File: src/rtl/if_id_buffer.sv
// Fetch-to-decode buffer: small in-order FIFO of {Instruction, PC} pairs with a
// valid/ready head, fetch back-pressure, flush, and a saturating discard counter.
module if_id_buffer #(
  parameter int DEPTH = 2,
  parameter int PTR_W = 1
) (
  input  logic              Clk,
  input  logic              Reset,
  input  logic [31:0]       Instruction,
  input  logic [31:0]       PCResult,
  input  logic              InValid,
  output logic              InReady,
  input  logic              Flush,
  output logic [31:0]       ID_Instruction,
  output logic [31:0]       ID_PC,
  output logic [31:0]       ID_PCPlus4,
  output logic              ID_Valid,
  input  logic              ID_Ready,
  output logic [PTR_W:0]    Count,
  output logic [7:0]        DiscardCount
);

  localparam logic [PTR_W:0] FULL_COUNT = (PTR_W+1)'(DEPTH);

  logic [31:0]      r_mem_instr [DEPTH];
  logic [31:0]      r_mem_pc    [DEPTH];
  logic [PTR_W-1:0] r_wr_ptr;
  logic [PTR_W-1:0] r_rd_ptr;
  logic [PTR_W:0]   r_count;
  logic [7:0]       r_discard;

  logic [PTR_W-1:0] w_wr_ptr_next;
  logic [PTR_W-1:0] w_rd_ptr_next;
  logic [PTR_W:0]   w_count_next;
  logic [7:0]       w_discard_next;
  logic [15:0]      w_discard_sum;
  logic             w_push;
  logic             w_pop;
  logic             w_write_en;
  logic [31:0]      w_head_instr;
  logic [31:0]      w_head_pc;

  assign InReady  = (r_count != FULL_COUNT);
  assign ID_Valid = (r_count != '0);
  assign w_push   = InValid & InReady;
  assign w_pop    = ID_Valid & ID_Ready;
  // A flushed push never lands in storage; reset likewise suppresses writes.
  assign w_write_en = Reset & w_push & ~Flush;

  genvar gi;
  generate
    for (gi = 0; gi < DEPTH; gi++) begin : g_entry
      always_ff @(posedge Clk) begin
        if (w_write_en && (r_wr_ptr == PTR_W'(gi))) begin
          r_mem_instr[gi] <= Instruction;
          r_mem_pc[gi]    <= PCResult;
        end
      end
    end
  endgenerate

  // Discards = buffered words not consumed this cycle plus any word fetch offered.
  assign w_discard_sum = 16'(r_discard) + 16'(r_count) - 16'(w_pop) + 16'(InValid);

  always_comb begin
    w_wr_ptr_next  = r_wr_ptr;
    w_rd_ptr_next  = r_rd_ptr;
    w_count_next   = r_count;
    w_discard_next = r_discard;
    if (Flush) begin
      w_wr_ptr_next  = '0;
      w_rd_ptr_next  = '0;
      w_count_next   = '0;
      w_discard_next = (w_discard_sum > 16'd255) ? 8'd255 : w_discard_sum[7:0];
    end else begin
      if (w_push) begin
        w_wr_ptr_next = r_wr_ptr + PTR_W'(1);
      end
      if (w_pop) begin
        w_rd_ptr_next = r_rd_ptr + PTR_W'(1);
      end
      case ({w_push, w_pop})
        2'b10:   w_count_next = r_count + (PTR_W+1)'(1);
        2'b01:   w_count_next = r_count - (PTR_W+1)'(1);
        default: w_count_next = r_count;
      endcase
    end
  end

  always_ff @(posedge Clk) begin
    if (!Reset) begin
      r_wr_ptr  <= '0;
      r_rd_ptr  <= '0;
      r_count   <= '0;
      r_discard <= '0;
    end else begin
      r_wr_ptr  <= w_wr_ptr_next;
      r_rd_ptr  <= w_rd_ptr_next;
      r_count   <= w_count_next;
      r_discard <= w_discard_next;
    end
  end

  assign w_head_instr   = r_mem_instr[r_rd_ptr];
  assign w_head_pc      = r_mem_pc[r_rd_ptr];
  assign ID_Instruction = ID_Valid ? w_head_instr : 32'h0;
  assign ID_PC          = ID_Valid ? w_head_pc : 32'h0;
  assign ID_PCPlus4     = ID_Valid ? (w_head_pc + 32'd4) : 32'h0;
  assign Count          = r_count;
  assign DiscardCount   = r_discard;

endmodule

File: config.mk
export PLATFORM = sky130hd
export DESIGN_NAME = if_id_buffer
export DESIGN_NICKNAME = d
export VERILOG_FILES = /design/src/rtl/if_id_buffer.sv
export SDC_FILE = /design/constraint.sdc
export NUM_CORES = 1
export LEC_CHECK = 0
export CORE_MARGIN = 3
export CORE_UTILIZATION = 50
export CTS_BUF_LIST = sky130_fd_sc_hd__clkbuf_8
export DETAILED_ROUTE_END_ITERATION = 10
export PLACE_DENSITY = 0.84
export REMOVE_ABC_BUFFERS = 1
export SLEW_MARGIN = 20
export SYNTH_ARGS = -nofsm -noshare
export SYNTH_HDL_FRONTEND = slang
export SYNTH_SLANG_ARGS = --single-unit
File: constraint.sdc
create_clock -name Clk -period 15.8 [get_ports Clk]
set_input_delay 3.16 -clock Clk [delete_from_list [all_inputs] [get_ports Clk]]
set_output_delay 3.16 -clock Clk [all_outputs]
set_load 0.02 [all_outputs]
### Word-level counts from Yosys, hierarchy flattened

Memory sizes are Yosys's and may differ from the RTL's. A register that Yosys moved wholly into a read port is not among the register bits.
Cells that the tools add are included.

* add/sub/neg operators: 8
* $lt $le $gt $ge: 1
* equality and inequality tests: 3
* multiplexer cells: 19
* bitwise logic cells: 7
* reductions and logical operators: 7

Operator list (number)
* 32-bit 2-to-1 mux: 5
* 32-bit OR reduction: 2
* 32-bit by 3-bit adder with 32-bit output, second input constant: 1
* 16-bit by 8-bit greater-than comparator with 1-bit output, second input constant: 1
* 1-bit 2-to-1 mux: 12
* 10-bit by 2-bit adder with 11-bit output: 1
* 9-bit by 1-bit subtractor with 10-bit output: 1
* 8-bit by 2-bit adder with 9-bit output: 1
* 8-bit 2-to-1 mux: 1
* 1-bit bitwise AND: 4
* 2-bit case mux with 2 select lines: 1
* 2-bit nonzero test: 2
* 1-bit inverter: 3
* 1-bit adder, second input constant: 2
* 2-bit by 1-bit adder with 2-bit output, second input constant: 1
* 2-bit by 1-bit equality test with 1-bit output, second input constant: 1
* 2-bit equality test, second input constant: 1
* 1-bit logical AND: 2
* 2-bit inequality test, second input constant: 1
* 2-bit OR reduction: 1
* 2-bit by 1-bit subtractor with 2-bit output, second input constant: 1

* flip-flop bits (word level): 12
* memory bits (writable): 128
* bits of input ports: 69
* output and inout port bits: 108
* logic and storage cells: 51
* memories kept: 2

Memories
* r_mem_instr: depth 2, width 32, read ports 1, clocked after memory_dff 1, wr ports 1, line 25 `logic [31:0] r_mem_instr [DEPTH];`
* r_mem_pc: depth 2, width 32, read ports 1, clocked after memory_dff 1, wr ports 1, line 26 `logic [31:0] r_mem_pc [DEPTH];`

### Depth between registers and ports, before layout

Gate-level depths: netlist of run 1.

* depth in word-level cells: 9
* mapped depth: 14
* mapped depth without buffers: 14

### Least setup slack after synthesis of run 1

No wires, ideal clock.

* path kind: in2reg
* from: input port Flush
* to: memory r_mem_instr[0][0] (enable)
* library setup time: 0.564 ns
* arrival: 7.742 ns
* data required time: 15.236 ns
* slack: 7.494 ns
* stages: 2
* path buffers: 0
* cell sequence: nand2b_1 nor3_1

* cells in the longest elaborated chain, start to end: 7
* elaborated cells on any way between the ends: 11
* those cells by class: mux (6); bitwise (2); reduce/logical (3)

RTL lines
* start, declared: line 13 `input logic Flush,`
* 1-bit inverter (*): line 48 `assign w_write_en = Reset & w_push & ~Flush;`
* 1-bit bitwise AND (*): line 48
* 1-bit logical AND: line 54 `if (w_write_en && (r_wr_ptr == PTR_W'(gi))) begin`
* 1-bit 2-to-1 mux: line 54
* 1-bit 2-to-1 mux (not written as such): line 55 `r_mem_instr[gi] <= Instruction;`
* 32-bit OR reduction (no source line)
* 1-bit 2-to-1 mux (no source line)
* end, declared: line 25

Mark *: on every way between the ends. The rest lies on a longest branch, timed or not.

==> results by group, run 1 <==
Run status
  – Outcome: finished clean

Route
  – Routed Antenna Nets: 0
  – Final wirelength: 15390 um
  – Pre-Repair DR Iteration Count: 5
  – WL per Instance: 16.95 um
  – Initial drt markers: 425
  – Residual DRC: 0
  – Vias: 4903
  – Vias/cell: 5.400

Global routing
  – Largest net degree at the start of global routing: 90
  – Antenna violations before repair: 2
  – GRT Util Overall: 0.2073
  – First-pass GRT wire length: 24090 um
  – Gr ovfl total: 0
  – Number of global-route vias before repair: 4938

Setup path
  – Worst Path Max Fanout: 56
  – Crit. End Element: primary output
  – Crit path DAT: 4.40 ns
  – Reg2Reg Depth: 15
  – Element type at the critical path start: flip-flop
  – CP Data Required Time: 12.64 ns
  – Critical path class: flip-flop to primary output

Floorplanning
  – I/O pin cnt: 177
  – Total core area: 12980 um2
  – Die width: 122.6 um
  – Die Ht: 122.6 um
  – Starting density of the core: 0.5241
  – Die footprint: 15040 um2
  – Site row count: 41

Timing
  – Max_slew headroom: 0.3936
  – Setup violators final: 0
  – Actual slew at the worst max-slew pin: 0.9096 ns
  – Setup_tns: 0 ns
  – RSZ-0062 raised after global routing: no
  – Max frequency: 132.2 MHz
  – Skew final: 0.009454 ns
  – Final min period: 7.564 ns
  – Final hold violation count: 0
  – Tcrit/Tclk final: 0.4787
  – Max-slew violation count: 0

Yosys
  – Ys Warns: 0
  – Largest area contributor in the netlist: edfxtp_1
  – Yosys top cell area share: 0.5651
  – Post-synth EDFFs: 128
  – Register area share after synthesis: 0.6034
  – Predominant post-synthesis flop cell: edfxtp_1
  – Mapped Cells: 547
  – FFs w/ async S/R, synth: 0
  – Syn Std Cell Area: 6802 um2
  – Unique masters post-synth: 52
  – Area contributors post-synth: edfxtp_1 (57%), mux2i_1 (9.0%), nor2_1 (5.5%)
  – Seq cells post-synth: 141
  – Syn avg cell area: 12.43 um2

Clock network
  – Hold_buf cts: 0
  – TritonCTS Buffers: 17
  – Maximum root-to-sink buffer count: 2
  – Insertion delay to the later sink of the worst-skew pair: 0.43 ns
  – Clock transition at path regs: 0.07 ns
  – Post-cts resize count: 0
  – Clock sink count: 141
  – H-tree depth: 4
  – Root buffer cell: clkbuf_8
  – # Post-CTS Setup Buffers: 0
  – CTS tree: done

Pwr
  – Maximum vdd drop: 0.00009347 V
  – Lkg Pwr: 3.054 nW
  – Pwr per Cell Area: 105.5 nW/um2

Placement
  – Final HPWL DP: 10970 um
  – Placed Cells: 876
  – IO Port Bufs: 176
  – GP Congestion: 0.8613

Worst hold path
  – Worst hold path class: flip-flop to flip-flop
  – Hold depth: 2

Layout
  – ANT cells: 0
  – Post-Layout Cell Count: 908
  – Share of post-route cells with drive strength above 1: 0.07201
  – Nets: 808
  – Area delta synth->final: 34.55%

Job
  – Max Cap Viol: 0
-- final timing paths --
path	end	slack, ns	startpoint
max reg2reg	DiscardCount[4]	11.08	Count[0]
min reg2reg	r_rd_ptr	0.56	r_rd_ptr
min	r_rd_ptr	0.56	r_rd_ptr
max	ID_PCPlus4[20]	8.24	flip-flop
-- flip-flops by register name, summed over array words and instances, names as in the netlist, named ones only --
signal        cells
Count             2
DiscardCount      8
r_rd_ptr          1
r_mem_pc         64
r_wr_ptr          1
r_mem_instr      64
-- cell usage after synthesis, drive strengths merged, types with 14 or more instances --
cell type and n:
mux2i 62, nand2 27, nor2 99, xor2 16, ha 15, edfxtp 128
inv 20, nand3 15, buf 15, xnor2 26, o21ai 14
-- per-layer routing --
layer  wire length (um)  vias to the layer above  GRT usage
li1                   -                     2327          -
met1               6098                     2353     0.2499
met2               7885                      191     0.3480
met3               1115                       30    0.06498
met4                280                        2    0.08188
met5                 13                        -          0
-- cell families (layout without fill, tap and decap cells) --
kind of cell / count (synthesis) / after routing / synth area share
buffers and inverters: 43 / 232 / 0.02815
and+or+nand+nor: 184 / 184 / 0.1282
DFF: 141 / 141 / 0.6034
AOI/OAI and AO/OA: 58 / 58 / 0.05868
xor gates and xnor gates: 42 / 42 / 0.05629
adders and majority gates: 16 / 16 / 0.03054
muxes: 63 / 63 / 0.09474
-- final cells by class --
cell class              instances  area (um2)
clock buffers                  17       234.0
clock inverters                15       203.9
fillers                       897        3827
inverters                      20       75.07
multi-input cells             363        2524
flip-flops and latches        141        4108
well taps                     172       215.2
repair buffers                180        1792
-- where the power goes --
part / total, mW / switching (mW) / leakage [nW] / internal [mW]
logic: 0.225 / 0.124 / 1.55 / 0.101
clock network: 0.314 / 0.129 / 0.229 / 0.185
registers: 0.426 / 0.00759 / 1.27 / 0.418
-- through the flow --
step	utilization	power (mW)	hold WS, ns	instance area (um2)	worst slack (ns)
after floorplan	-	0.5770	0.4813	6685	7.494
after global placement	0.6714	0.6506	0.4979	8713	8.759
after detailed placement	0.6714	0.6581	0.5456	8713	8.645
after CTS	0.7051	0.9728	0.5634	9151	8.168
after global routing	0.7051	1.007	0.5760	9151	7.883
final	0.7051	0.9656	0.5584	9151	8.236
-- layout by cell type (no fill, tap or decap), drive strengths merged, types with 3 or more instances in the layout --
cell,instances
a211oi,7
a21oi,13
a31oi,9
and2,7
and3,6
buf,4
bufinv,5
clkbuf,17
clkdlybuf4s50,176
clkinv,5
dfxtp,13
edfxtp,128
ha,15
inv,24
mux2i,62
nand2,27
nand2b,3
nand3,15
nand3b,13
nor2,99
nor3,3
o21ai,14
or3,3
xnor2,26
xor2,16
-- critical path, cell delays in order, from the launching register on --
cell	delay, ns
dfxtp_4	0.60
buf_4	0.74
mux2i_1	0.31
inv_1	0.12
ha_1	0.16
inv_1	0.07
a211oi_2	0.25
and3_1	0.43
and2_1	0.28
nand2_1	0.09
xor2_1	0.14
o22ai_1	0.16
clkdlybuf4s50_1	0.63
No activity file was read; power rests on OpenSTA's default activity.
==> run 2: changes to the inputs <==
==> constraint.sdc (replaced) <==
create_clock -name Clk -period 7.3 [get_ports Clk]
set_input_delay 1.46 -clock Clk [delete_from_list [all_inputs] [get_ports Clk]]
set_output_delay 1.46 -clock Clk [all_outputs]
set_load 0.02 [all_outputs]
==> results by group, run 2 (same netlist as run 1, synthesis figures left out) <==
Layout
  – Finished Core Util: 0.6991 (was 0.7051)
  – ANT cells: 0 (unchanged)
  – Area delta synth->final: 33.41% (was 34.55%)
  – Most common cell after layout, fill and taps aside: clkdlybuf4s50_1 (unchanged)
  – Share of post-route cells with drive strength above 1: 0.07221 (was 0.07201)
  – Finished Cell Area: 9074 um2 (was 9151 um2)
  – Commonest non-fill, non-tap cells in the layout: clkdlybuf4s50_1 (176), edfxtp_1 (128), nor2_1 (98) (unchanged)
  – Fill count: 902 (was 897)
  – Nets: 808 (unchanged)

Clock network
  – Post-cts resize count: 0 (unchanged)
  – Hold_buf cts: 0 (unchanged)
  – Clock sink count: 141 (unchanged)
  – CTS tree: done (unchanged)
  – TritonCTS Buffers: 17 (unchanged)
  – H-tree depth: 4 (unchanged)
  – Insertion delay to the later sink of the worst-skew pair: 0.43 ns (about the same)
  – # Post-CTS Setup Buffers: 0 (unchanged)
  – Clock transition at path regs: 0.07 ns (about the same)
  – Maximum root-to-sink buffer count: 2 (unchanged)
  – Root buffer cell: clkbuf_8 (unchanged)

Pwr
  – Switch share: 0.2851 (was 0.2705)
  – Maximum vdd drop: 0.0001885 V (was 0.00009347 V)
  – Pwr per Cell Area: 218.8 nW/um2 (was 105.5 nW/um2)
  – P_sw: 0.5659 mW (was 0.2612 mW)
  – Flop pwr share: 0.464 (was 0.441)
  – Comb power frac: 0.246 (was 0.233)
  – Clk pwr share: 0.290 (was 0.326)
  – Final Power: 1.985 mW (was 0.9656 mW)
  – Lkg Pwr: 3.005 nW (was 3.054 nW)
  – Internal: 1.419 mW (was 0.7044 mW)

Setup path
  – Worst Path Max Fanout: 58 (was 56)
  – FF-to-FF setup slack: 2.57 ns (was 11.08 ns)
  – Crit path DAT: 4.12 ns (was 4.40 ns)
  – Slowest cell on crit path: dfxtp_4 (was buf_4)
  – CP Data Required Time: 5.84 ns (was 12.64 ns)
  – Element type at the critical path start: flip-flop (unchanged)
  – Crit. End Element: primary output (unchanged)
  – Critical path class: flip-flop to primary output (unchanged)
  – CP Cell Sequence: buf_4 > mux2i_1 > a211oi_2 > and3_1 > and2_1 > nand2_1 > xor2_1 > o22ai_1 > clkdlybuf4s50_1 (was buf_4 > mux2i_1 > inv_1 > ha_1 > inv_1 > a211oi_2 > and3_1 > and2_1 > nand2_1 > xor2_1 > o22ai_1 > clkdlybuf4s50_1)
  – Slowest stage delay, CP: 0.70 ns (was 0.74 ns)

Timing
  – Tcrit/Tclk final: 0.7648
  – Worst hold margin: 0.5233 ns (was 0.5584 ns)
  – Skew final: 0.01058 ns (was 0.009454 ns)
  – Max frequency: 179.1 MHz
  – Actual slew at the worst max-slew pin: 0.8877 ns (was 0.9096 ns)
  – Final hold violation count: 0 (unchanged)
  – RSZ-0062 raised after global routing: no (unchanged)
  – Setup_tns: 0 ns (unchanged)
  – Max_slew headroom: 0.4082 (was 0.3936)
  – Max-slew violation count: 0 (unchanged)
  – Setup violators final: 0 (unchanged)
  – Final min period: 5.583 ns

Global routing
  – Gr ovfl total: 0 (unchanged)
  – Largest net degree at the start of global routing: 90 (unchanged)
  – Number of global-route vias before repair: 4746 (was 4938)
  – Antenna violations before repair: 0 (was 2)
  – GRT Util Overall: 0.2043 (was 0.2073)
  – First-pass GRT wire length: 23840 um (was 24090 um)

Floorplanning
  – Site row count: 41 (unchanged)
  – Die Ht: 122.6 um (unchanged)
  – Starting density of the core: 0.5241 (unchanged)
  – Die footprint: 15040 um2 (unchanged)
  – Total core area: 12980 um2 (unchanged)
  – Die width: 122.6 um (unchanged)
  – I/O pin cnt: 177 (unchanged)

Worst hold path
  – Worst hold path class: flip-flop to flip-flop (unchanged)

Route
  – Final wirelength: 15440 um (was 15390 um)
  – Vias: 4805 (was 4903)
  – WL per Instance: 17.04 um (was 16.95 um)
  – Pre-Repair DR Iteration Count: 4 (was 5)
  – Initial drt markers: 343 (was 425)
  – Residual DRC: 0 (unchanged)
  – Routed Antenna Nets: 0 (unchanged)
  – Vias/cell: 5.304 (was 5.400)

Placement
  – Final HPWL DP: 10870 um (was 10970 um)
  – GP Congestion: 0.8897 (was 0.8613)
  – IO Port Bufs: 176 (unchanged)
  – Post-DP Area: 8713 um2 (unchanged)

Job
  – Max Cap Viol: 0 (unchanged)

Run status
  – Outcome: finished clean (unchanged)
==> run 2: cell count changes in the layout (fill, tap and decap cells not counted), sizes merged <==
| cell | previous run | this run |
|---|---|---|
| bufinv | 5 | 2 |
| clkinvlp | 1 | 3 |
| inv | 24 | 22 |
| clkinv | 5 | 6 |
==> run 2: layout make-up <==
class / count / area (um2) / area share
flip-flops and latches: 141 / 4108 / 0.4527
multi-input cells: 363 / 2524 / 0.2781
repair buffers: 180 / 1792 / 0.1975
clock buffers: 17 / 234.0 / 0.02579
well taps: 172 / 215.2 / 0.02372
clock inverters: 13 / 126.4 / 0.01393
inverters: 20 / 75.07 / 0.008274
==> run 2: worst paths after layout <==
path | startpoint | to | cells after the start
worst min register to register | r_rd_ptr | r_rd_ptr | 2
worst min-delay path | r_rd_ptr | r_rd_ptr | 2
worst max-delay path | flip-flop | ID_PCPlus4[20] | 9
worst max register to register | Count[1] | DiscardCount[2] | 15
==> run 2: power groups by stage <==
stage / Sequential, mW / Clock [mW] / Combinational, mW
floorplan: 0.951 / 0 / 0.298
global placement: 0.938 / 0 / 0.476
detailed placement: 0.940 / 0 / 0.485
CTS: 0.922 / 0.583 / 0.489
global route: 0.924 / 0.625 / 0.531
finish: 0.921 / 0.575 / 0.489
==> run 2: through the flow <==
stage | std cells | setup slack [ns]
final | 906 | 1.717
after floorplan | 524 | 0.3603
after global routing | 906 | 1.415
after global placement | 876 | 2.235
after CTS | 906 | 1.672
after detailed placement | 876 | 2.173
==> run 2: routing by layer <==
layer / vias up / global-route usage / wire length (um)
met1: 2274 / 0.2566 / 6317
met2: 192 / 0.3401 / 7681
met4: 0 / 0.06018 / 205
met3: 17 / 0.06544 / 1232
met5: - / 0 / 0
li1: 2322 / - / -
==> run 2: worst max-delay path: cells and delay by family (launching register included) <==
kind | cells | cell delay, ns
XOR/XNOR | 1 | 0.14
AND/OR/NAND/NOR | 3 | 0.76
buffers and inverters | 2 | 1.30
flip-flops | 1 | 0.70
AO/OA/AOI/OAI | 2 | 0.53
multiplexers | 1 | 0.25
